[src/rtl/dram_arbiter.sv]
// Two-requester arbiter for the shared data memory: one access at a time, strobes held
// WAIT_CYCLES cycles, one-cycle ack. Define DRAM_ARB_RR_EN for round-robin tie-breaking.
module dram_arbiter #(
    parameter int AW          = 32,
    parameter int DW          = 32,
    parameter int WAIT_CYCLES = 1
) (
    input  logic          clk,
    input  logic          reset,
    input  logic          m0_req,
    input  logic          m0_we,
    input  logic [AW-1:0] m0_addr,
    input  logic [DW-1:0] m0_wdata,
    output logic          m0_ack,
    output logic [DW-1:0] m0_rdata,
    input  logic          m1_req,
    input  logic          m1_we,
    input  logic [AW-1:0] m1_addr,
    input  logic [DW-1:0] m1_wdata,
    output logic          m1_ack,
    output logic [DW-1:0] m1_rdata,
    output logic          dram_read,
    output logic          dram_write,
    output logic [AW-1:0] dram_addr,
    output logic [DW-1:0] dram_data_out,
    input  logic [DW-1:0] dram_data_in
);
    localparam int WAIT_EFF = (WAIT_CYCLES < 1) ? 1 : WAIT_CYCLES;
    localparam int CW       = (WAIT_EFF > 1) ? $clog2(WAIT_EFF) : 1;

    typedef enum logic [1:0] {IDLE, ACCESS, ACK} state_t;

    state_t        state, state_nxt;
    logic [CW-1:0] cnt;
    logic          owner;
    logic          we_q;
    logic          grant;
    logic          win;

    // win: 0 selects m0, 1 selects m1
`ifdef DRAM_ARB_RR_EN
    logic last_owner;

    always_comb begin
        grant = m0_req | m1_req;
        if (m0_req && m1_req) win = ~last_owner;
        else                  win = ~m0_req;
    end

    // Only a completed access moves the round-robin pointer
    always_ff @(posedge clk) begin
        if (reset)              last_owner <= 1'b1;
        else if (state == ACK)  last_owner <= owner;
    end
`else
    always_comb begin
        grant = m0_req | m1_req;
        win   = ~m0_req;
    end
`endif

    always_ff @(posedge clk) begin
        if (reset) state <= IDLE;
        else       state <= state_nxt;
    end

    always_comb begin
        state_nxt  = state;
        dram_read  = 1'b0;
        dram_write = 1'b0;
        m0_ack     = 1'b0;
        m1_ack     = 1'b0;
        case (state)
            IDLE: begin
                if (grant) state_nxt = ACCESS;
            end
            ACCESS: begin
                dram_read  = ~we_q;
                dram_write = we_q;
                if (cnt == '0) state_nxt = ACK;
            end
            ACK: begin
                m0_ack    = ~owner;
                m1_ack    = owner;
                state_nxt = IDLE;
            end
            default: state_nxt = IDLE;
        endcase
    end

    // Request fields are latched at grant so later input changes cannot disturb the access
    always_ff @(posedge clk) begin
        if (reset) begin
            cnt           <= '0;
            owner         <= 1'b0;
            we_q          <= 1'b0;
            dram_addr     <= '0;
            dram_data_out <= '0;
            m0_rdata      <= '0;
            m1_rdata      <= '0;
        end else begin
            case (state)
                IDLE: begin
                    if (grant) begin
                        owner         <= win;
                        we_q          <= win ? m1_we    : m0_we;
                        dram_addr     <= win ? m1_addr  : m0_addr;
                        dram_data_out <= win ? m1_wdata : m0_wdata;
                        cnt           <= CW'(WAIT_EFF - 1);
                    end
                end
                ACCESS: begin
                    if (cnt == '0) begin
                        if (!we_q) begin
                            if (owner) m1_rdata <= dram_data_in;
                            else       m0_rdata <= dram_data_in;
                        end
                    end else begin
                        cnt <= cnt - 1'b1;
                    end
                end
                default: ;
            endcase
        end
    end
endmodule
[config.mk]
export PLATFORM = sky130hd
export DESIGN_NAME = dram_arbiter
export DESIGN_NICKNAME = d
export VERILOG_FILES = /design/src/rtl/dram_arbiter.sv
export SDC_FILE = /design/constraint.sdc
export NUM_CORES = 1
export LEC_CHECK = 0
export ABC_AREA = 1
export ABC_CLOCK_PERIOD_IN_PS = 2700
export BUFFER_PORTS_ARGS = -buffer_cell sky130_fd_sc_hd__buf_4
export CORE_MARGIN = 5
export CORE_UTILIZATION = 47
export DETAILED_ROUTE_END_ITERATION = 6
export GPL_ROUTABILITY_DRIVEN = 0
export PLACE_DENSITY = 0.83
export SLEW_MARGIN = 10
export SYNTH_ARGS = -nofsm -noshare
export SYNTH_HDL_FRONTEND = slang
export SYNTH_SLANG_ARGS = --single-unit
[constraint.sdc]
create_clock -name clk -period 2.7 [get_ports clk]
set_input_delay 0.27 -clock clk [delete_from_list [all_inputs] [get_ports clk]]
set_output_delay 0.27 -clock clk [all_outputs]
set_load 0.01 [all_outputs]
==> impl_metrics.sql, run 1 <==
INSERT INTO impl_metrics (metric_group, metric, value, unit) VALUES
('status', 'run_status', 'finished, final reports clean', ''),
('global_routing', 'initial_antenna_violation_count', '0', ''),
('setup_path', 'crit_path_cell_trace', 'inv_2, nor3_1, buf_4', ''),
('global_routing', 'grt.overflow.total', '0', ''),
('hold_path', 'timing.hold.worst.class', 'in2reg', ''),
('placed_design', 'place_worst_setup_slack', '931', 'ps'),
('power_and_ir_drop', 'power.share.clock', '41.1', '%'),
('cells_and_area', 'num-nets-final', '1329', ''),
('route', 'num_vias', '6612', ''),
('clocking', 'cts_repair_resize_count', '0', ''),
('cells_and_area', 'share_of_post_route_cells_with_drive_strength_above_1', '29.8', '%'),
('synthesis', 'synth_warnings', '0', ''),
('route', 'first_iter_violations', '639', ''),
('power_and_ir_drop', 'cellPowerDensity', '673', 'nW/um^2'),
('setup_path', 'crit_required', '2430', 'ps'),
('cells_and_area', 'layout-area-overhead-vs-synth', '48.1', '%'),
('global_routing', 'via_count_of_the_first_global_routing_pass', '6154', ''),
('clocking', 'cts_tree', 'built', ''),
('die', 'row_count', '41', ''),
('job', 'cap_viol_max_count', '0', ''),
('synthesis', 'syn_nets', '1070', ''),
('clocking', 'cts_post_setup_buffers_inserted', '0', ''),
('sta', 'hold_viol_final', '0', ''),
('synthesis', 'synth.distinct_cells', '16', ''),
('setup_path', 'cp-start-kind', 'flop', ''),
('synthesis', 'synth_sequential_area_ratio', '44.8', '%'),
('cells_and_area', 'fin_area', '8730', 'sq um'),
('clocking', 'cts_hold_buf', '0', ''),
('die', 'coreArea', '12500', 'sq um'),
('cells_and_area', 'n_antenna_cell', '0', ''),
('die', 'i_o_pins', '298', ''),
('setup_path', 'worstPathMaxFanout', '34', ''),
('clocking', 'cts_buffer_depth', '2', ''),
('sta', 'grt_setup_unrepaired', 'no', ''),
('clocking', 'clock_tree.root_cell', 'sky130_fd_sc_hd__clkbuf_16', ''),
('clocking', 'cts_inserted_buffers', '17', ''),
('route', 'drt-total-wl', '19300', 'microns'),
('setup_path', 'critical_path.slowest_cell', 'sky130_fd_sc_hd__dfxtp_1', ''),
('sta', 'min_period_over_period', '75.9', '%'),
('power_and_ir_drop', 'combPwrFrac', '20.8', '%'),
('die', 'die_footprint', '14900', 'sq um'),
('sta', 'tightest_slew', '689', 'ps'),
('route', 'detail_route.first_pass.iterations', '4', ''),
('cells_and_area', 'num-fill-cells', '1081', ''),
('placed_design', 'placed_cell_area', '8100', 'sq um'),
('synthesis', 'number_of_register_bits_inferred_by_synthesis', '132', ''),
('setup_path', 'critPathArrivalTime', '1780', 'ps'),
('route', 'detail-route-antenna-nets', '0', ''),
('setup_path', 'crit_type', 'reg2out', ''),
('synthesis', 'post_synth_inst_count', '904', ''),
('power_and_ir_drop', 'switching_power', '1620', 'uW'),
('power_and_ir_drop', 'irDropWorstVdd', '0.000304', 'V'),
('die', 'die_width', '122', 'microns'),
('clocking', 'sinks_on_clock_net', '132', ''),
('sta', 'final.setup.tns', '0', 'ps'),
('clocking', 'ctsHtreeMaxLevel', '4', ''),
('sta', 'timing.hold.ws', '44.7', 'ps'),
('route', 'drcViolationCount', '0', ''),
('power_and_ir_drop', 'report.power.total', '5870', 'uW'),
('die', 'die_height', '122', 'microns'),
('sta', 'fin_ws', '652', 'ps'),
('power_and_ir_drop', 'sequential_power_share', '38.1', '%'),
('sta', 'timing.max_slew.rel_slack', '54.1', '%'),
('clocking', 'insertion_delay', '420', 'ps'),
('clocking', 'clk_pin_slew', '60', 'ps'),
('power_and_ir_drop', 'cellInternalPower', '4250', 'uW'),
('power_and_ir_drop', 'power.static_leakage', '0.00455', 'uW'),
('sta', 'timing.final.max_slew_violations', '0', ''),
('global_routing', 'grt_max_degree', '68', ''),
('placed_design', 'port-buffer-count', '297', ''),
('placed_design', 'dp.final_hpwl', '13600', 'microns'),
('sta', 'setup_viol', '0', ''),
('global_routing', 'grt_usage', '25.3', '%'),
('sta', 'min_period', '2050', 'ps'),
('synthesis', 'synthesized_cell_area', '5890', 'sq um'),
('synthesis', 'syn-mean-instance-area', '6.52', 'sq um'),
('setup_path', 'endpoint_kind', 'output port', ''),
('route', 'via_per_inst', '4.91', ''),
('setup_path', 'largest_incremental_delay_on_the_critical_path', '550', 'ps'),
('global_routing', 'first_pass_grt_wire_length', '29700', 'microns'),
('power_and_ir_drop', 'power.share.switching', '27.6', '%'),
('route', 'route.detailed.wl_per_inst', '14.3', 'microns'),
('sta', 'clock-skew-final', '9.93', 'ps'),
('die', 'initial_core_utilization', '47.3', '%'),
('sta', 'max_clock_freq', '0.488', 'GHz');
## state kept, by name (all words and copies together) (netlist names)
| signal | cells |
|---|---|
| m0_rdata | 32 |
| we_q | 1 |
| state | 2 |
| dram_data_out | 32 |
| owner | 1 |
| dram_addr | 32 |
| m1_rdata | 32 |
## stage by stage
| step | cells | util [%] |
|---|---|---|
| floorplan | 904 | - |
| global placement | 1316 | 65.0 |
| detailed placement | 1316 | 65.0 |
| CTS | 1348 | 70.0 |
| global route | 1348 | 70.0 |
| finish | 1348 | 70.0 |
## power groups by stage
stage               Sequential (uW)  Combinational (uW)  Clock, uW
floorplan                      2340                 565          0
CTS                            2240                1230       2440
global route                   2260                1360       2540
finish                         2240                1220       2420
detailed placement             2280                1220          0
global placement               2270                1210          0
## cell usage after synthesis, drive strengths merged
| master | n | area share (%) |
|---|---|---|
| dfxtp | 132 | 45 |
| buf | 53 | 5.1 |
| o21ai | 66 | 5.6 |
| nand3 | 1 | 0.085 |
| nor2 | 267 | 17 |
| inv | 42 | 2.7 |
| nand4 | 64 | 6.8 |
| nand2 | 261 | 17 |
| nor3 | 2 | 0.17 |
| clkbuf | 16 | 1.0 |
## cells by family (layout without fill, tap and decap cells)
| group | after synthesis | after routing | synth area share, % |
|---|---|---|---|
| buf+inv | 111 | 383 | 8.75 |
| flops | 132 | 132 | 44.8 |
| compound gates | 66 | 66 | 5.60 |
| simple gates | 595 | 595 | 40.8 |
## critical path, delay by kind of cell (launching register included)
family	cells	cell delay (ps)
flops	1	550
buf+inv	2	500
simple gates	1	310
## final timing paths
check / slack, ps / endpoint / startpoint / cells past startpoint
max: 650 / m1_ack / owner / 3
min: 40 / state[1] / reset / 2
max reg2reg: 920 / m0_rdata[2] / state[1] / 6
min reg2reg: 480 / m1_rdata[17] / m1_rdata[17] / 2
## area by class of cell
cell class                      instances  area, sq um  share of cell area [%]
Timing Repair Buffer                  309         2340                    26.9
Multi-Input combinational cell        661         2740                    31.4
Sequential cell                       132         2640                    30.3
Inverter                               42          159                    1.82
Tap cell                              172          215                    2.47
Clock buffer                           18          439                    5.03
Clock inverter                         14          185                    2.12
## routing by layer
metal	up-vias	share of wire [%]	global-route usage [%]
met4	0	2.8	10.0
met1	2957	36	27.3
met3	44	10	10.4
li1	3347	-	-
met2	264	50	44.1
met5	-	0	0
## cells in the final DEF, fill, tap and decap left out, drive strengths merged
cell / count
nor2: 267
bufinv: 4
nor3: 2
o21ai: 66
dfxtp: 132
inv: 41
clkinv: 8
clkinvlp: 3
nand4: 64
buf: 309
clkbuf: 18
nand2: 261
nand3: 1
Power figures use the tool's default switching activity.
==> run 2: changes to the inputs <==
Settings changed: ABC_CLOCK_PERIOD_IN_PS 2700 to 2000, CORE_UTILIZATION 47 to 46, PLACE_DENSITY 0.83 to 0.82.
Clock period 2.7 ns to 2 ns, I/O delays scaled along.
==> run 2 against run 1 <==
Against the previous run:
- utilization increased by 0.11 points
- clock skew fell by 4.1 ps
- register-to-register slack got worse by 300 ps
- critical path depth did not move
- sequential share of layout area down 0.29 points
- die area up 2.0%
- flip-flop and latch count did not move
- global-route usage decreased by 0.75 points
- critical path type unchanged
==> impl_metrics.sql, run 2 (synthesized netlist as in run 1, its figures left out) <==
INSERT INTO impl_metrics (metric_group, metric, value, unit) VALUES
('setup_path', 'cp-start-kind', 'flop', ''),
('setup_path', 'crit_type', 'reg2out', ''),
('global_routing', 'grt_max_degree', '53', ''),
('global_routing', 'gr-usage-met3', '9.47', '%'),
('cells_and_area', 'area_of_the_multi_input_gates', '2740', 'sq um'),
('die', 'die_width', '123', 'microns'),
('setup_path', 'critical_path_cell_count', '3', ''),
('power_and_ir_drop', 'switching_power', '2190', 'uW'),
('die', 'initial_core_utilization', '46.9', '%'),
('power_and_ir_drop', 'cellPowerDensity', '907', 'nW/um^2'),
('cells_and_area', 'num-fill-cells', '1105', ''),
('route', 'first_iter_violations', '577', ''),
('sta', 'min_period', '1730', 'ps'),
('power_and_ir_drop', 'cellInternalPower', '5800', 'uW'),
('placed_design', 'dpl.cell_count', '1323', ''),
('sta', 'tightest_slew', '487', 'ps'),
('power_and_ir_drop', 'irDropWorstVdd', '0.000555', 'V'),
('sta', 'timing.final.max_slew_violations', '0', ''),
('die', 'die_height', '123', 'microns'),
('setup_path', 'largest_incremental_delay_on_the_critical_path', '360', 'ps'),
('sta', 'min_period_over_period', '86.5', '%'),
('global_routing', 'via_count_of_the_first_global_routing_pass', '5873', ''),
('die', 'i_o_pins', '298', ''),
('setup_path', 'endpoint_kind', 'output port', ''),
('global_routing', 'grt.busiest_layer', 'met2', ''),
('clocking', 'cts_buffer_depth', '2', ''),
('setup_path', 'cp_top_family', 'buffers and inverters', ''),
('clocking', 'clk_pin_slew', '60', 'ps'),
('setup_path', 'worst_path_most_repeated_cell', 'sky130_fd_sc_hd__buf_4', ''),
('cells_and_area', 'layout-area-overhead-vs-synth', '49.6', '%'),
('route', 'num_vias', '6576', ''),
('clocking', 'ctsHtreeMaxLevel', '4', ''),
('clocking', 'cts_tree', 'built', ''),
('hold_path', 'timing.hold.worst_path_depth', '5', ''),
('sta', 'hold_viol_final', '0', ''),
('global_routing', 'grt_util_met1', '26.4', '%'),
('cells_and_area', 'area.sequential', '2640', 'sq um'),
('global_routing', 'grt.overflow.total', '0', ''),
('cells_and_area', 'n_antenna_cell', '0', ''),
('power_and_ir_drop', 'power.share.switching', '27.4', '%'),
('sta', 'timing.max_slew.rel_slack', '67.6', '%'),
('clocking', 'insertion_delay', '410', 'ps'),
('global_routing', 'grt_usage', '24.6', '%'),
('sta', 'final.setup.tns', '0', 'ps'),
('route', 'via_per_inst', '4.85', ''),
('clocking', 'clock_tree.root_cell', 'sky130_fd_sc_hd__clkbuf_16', ''),
('job', 'cap_viol_max_count', '0', ''),
('route', 'drcViolationCount', '0', ''),
('cells_and_area', 'num-nets-final', '1337', ''),
('status', 'run_status', 'finished, final reports clean', ''),
('clocking', 'cts_hold_buf', '1', ''),
('route', 'detail-route-antenna-nets', '0', ''),
('setup_path', 'critPathArrivalTime', '1530', 'ps'),
('placed_design', 'port-buffer-count', '297', ''),
('clocking', 'cts_inserted_buffers', '17', ''),
('clocking', 'sinks_on_clock_net', '132', ''),
('global_routing', 'first_pass_grt_wire_length', '29000', 'microns'),
('cells_and_area', 'final_cell_mix', 'sky130_fd_sc_hd__buf_4, sky130_fd_sc_hd__nor2_1, sky130_fd_sc_hd__nand2_1, sky130_fd_sc_hd__dfxtp_1, sky130_fd_sc_hd__nand4_1', ''),
('route', 'detail_route.first_pass.iterations', '5', ''),
('route', 'route.detailed.wl_per_inst', '14.4', 'microns'),
('setup_path', 'cp_num_buf_inv', '2', ''),
('die', 'die_footprint', '15200', 'sq um'),
('sta', 'clock-skew-final', '5.85', 'ps'),
('setup_path', 'worstPathMaxFanout', '35', ''),
('cells_and_area', 'most_frequent_standard_cell_in_the_layout_excluding_fill_and_tap_cells', 'sky130_fd_sc_hd__buf_4', ''),
('cells_and_area', 'share_of_post_route_cells_with_drive_strength_above_1', '30.2', '%'),
('cells_and_area', 'final_cell_count_no_fill', '1356', ''),
('clocking', 'cts_post_setup_buffers_inserted', '0', ''),
('power_and_ir_drop', 'power.static_leakage', '0.00460', 'uW'),
('setup_path', 'critical_path.slowest_cell', 'sky130_fd_sc_hd__nor3_1', ''),
('sta', 'grt_setup_unrepaired', 'no', ''),
('setup_path', 'crit_required', '1800', 'ps'),
('setup_path', 'crit_path_cell_trace', 'buf_4, nor3_1, buf_4', ''),
('die', 'coreArea', '12600', 'sq um'),
('route', 'drt-total-wl', '19500', 'microns'),
('sta', 'setup_viol', '0', ''),
('setup_path', 'rr_worst_depth', '6', ''),
('sta', 'max_clock_freq', '0.578', 'GHz'),
('power_and_ir_drop', 'power.share.clock', '41.3', '%'),
('hold_path', 'timing.hold.worst.class', 'in2reg', ''),
('die', 'row_count', '41', ''),
('power_and_ir_drop', 'sequential_power_share', '37.7', '%'),
('clocking', 'cts_repair_resize_count', '0', ''),
('placed_design', 'dp.final_hpwl', '14300', 'microns'),
('global_routing', 'globalRouteMet2Util', '42.3', '%'),
('power_and_ir_drop', 'combPwrFrac', '21.0', '%'),
('global_routing', 'initial_antenna_violation_count', '0', '');
## run 2: cell types whose count changed in the layout (fill, tap and decap cells not counted), sizes merged
cell / previous run / this run
buf: 309 / 316
clkbuf: 18 / 19
clkinvlp: 3 / 2
dlygate4sd3: 0 / 1
## run 2: final cells by class
| cell class | count | share of cell area, % |
|---|---|---|
| Multi-Input combinational cell | 661 | 31.1 |
| Sequential cell | 132 | 30.0 |
| Timing Repair Buffer | 317 | 27.5 |
| Clock buffer | 19 | 5.14 |
| Tap cell | 172 | 2.44 |
| Clock inverter | 13 | 2.06 |
| Inverter | 42 | 1.80 |
## run 2: worst min-delay path, cell delays in order
cell and delay [ps]:
sky130_fd_sc_hd__buf_4 80, sky130_fd_sc_hd__nand2_1 40, sky130_fd_sc_hd__nand2_1 50, sky130_fd_sc_hd__o21ai_1 60
sky130_fd_sc_hd__nor2_1 70
## run 2: power by group through the flow
stage	logic, uW	clock network, uW	registers, uW
floorplan	763	0	3160
global route	1860	3470	3040
CTS	1690	3350	3020
global placement	1650	0	3060
detailed placement	1680	0	3070
finish	1680	3300	3020
## run 2: stage by stage
step	total power, uW	utilization (%)	setup WS (ps)	cell area [sq um]	hold slack (ps)
2_1_floorplan	3930	-	753	5890	272
3_3_place_gp	4720	65.0	646	8170	410
3_5_place_dp	4750	65.0	625	8170	414
4_1_cts	8060	70.1	259	8810	98.6
5_1_grt	8380	70.1	186	8810	123
6_report	8000	70.1	271	8810	113
## run 2: worst paths after layout
path | startpoint | to | slack [ps]
worst max-delay path | owner | m0_ack | 270
worst min-delay path | m1_wdata[29] | dram_data_out[29] | 110
worst max register to register | state[0] | m1_rdata[5] | 620
worst min register to register | dram_addr[4] | dram_addr[4] | 480
## run 2: per-layer routing
layer	up-vias	routed length, microns	share of wire, %
li1	3358	-	-
met1	2912	7160	37
met2	267	9630	49
met3	39	2070	11
met4	0	609	3.1
met5	-	0	0
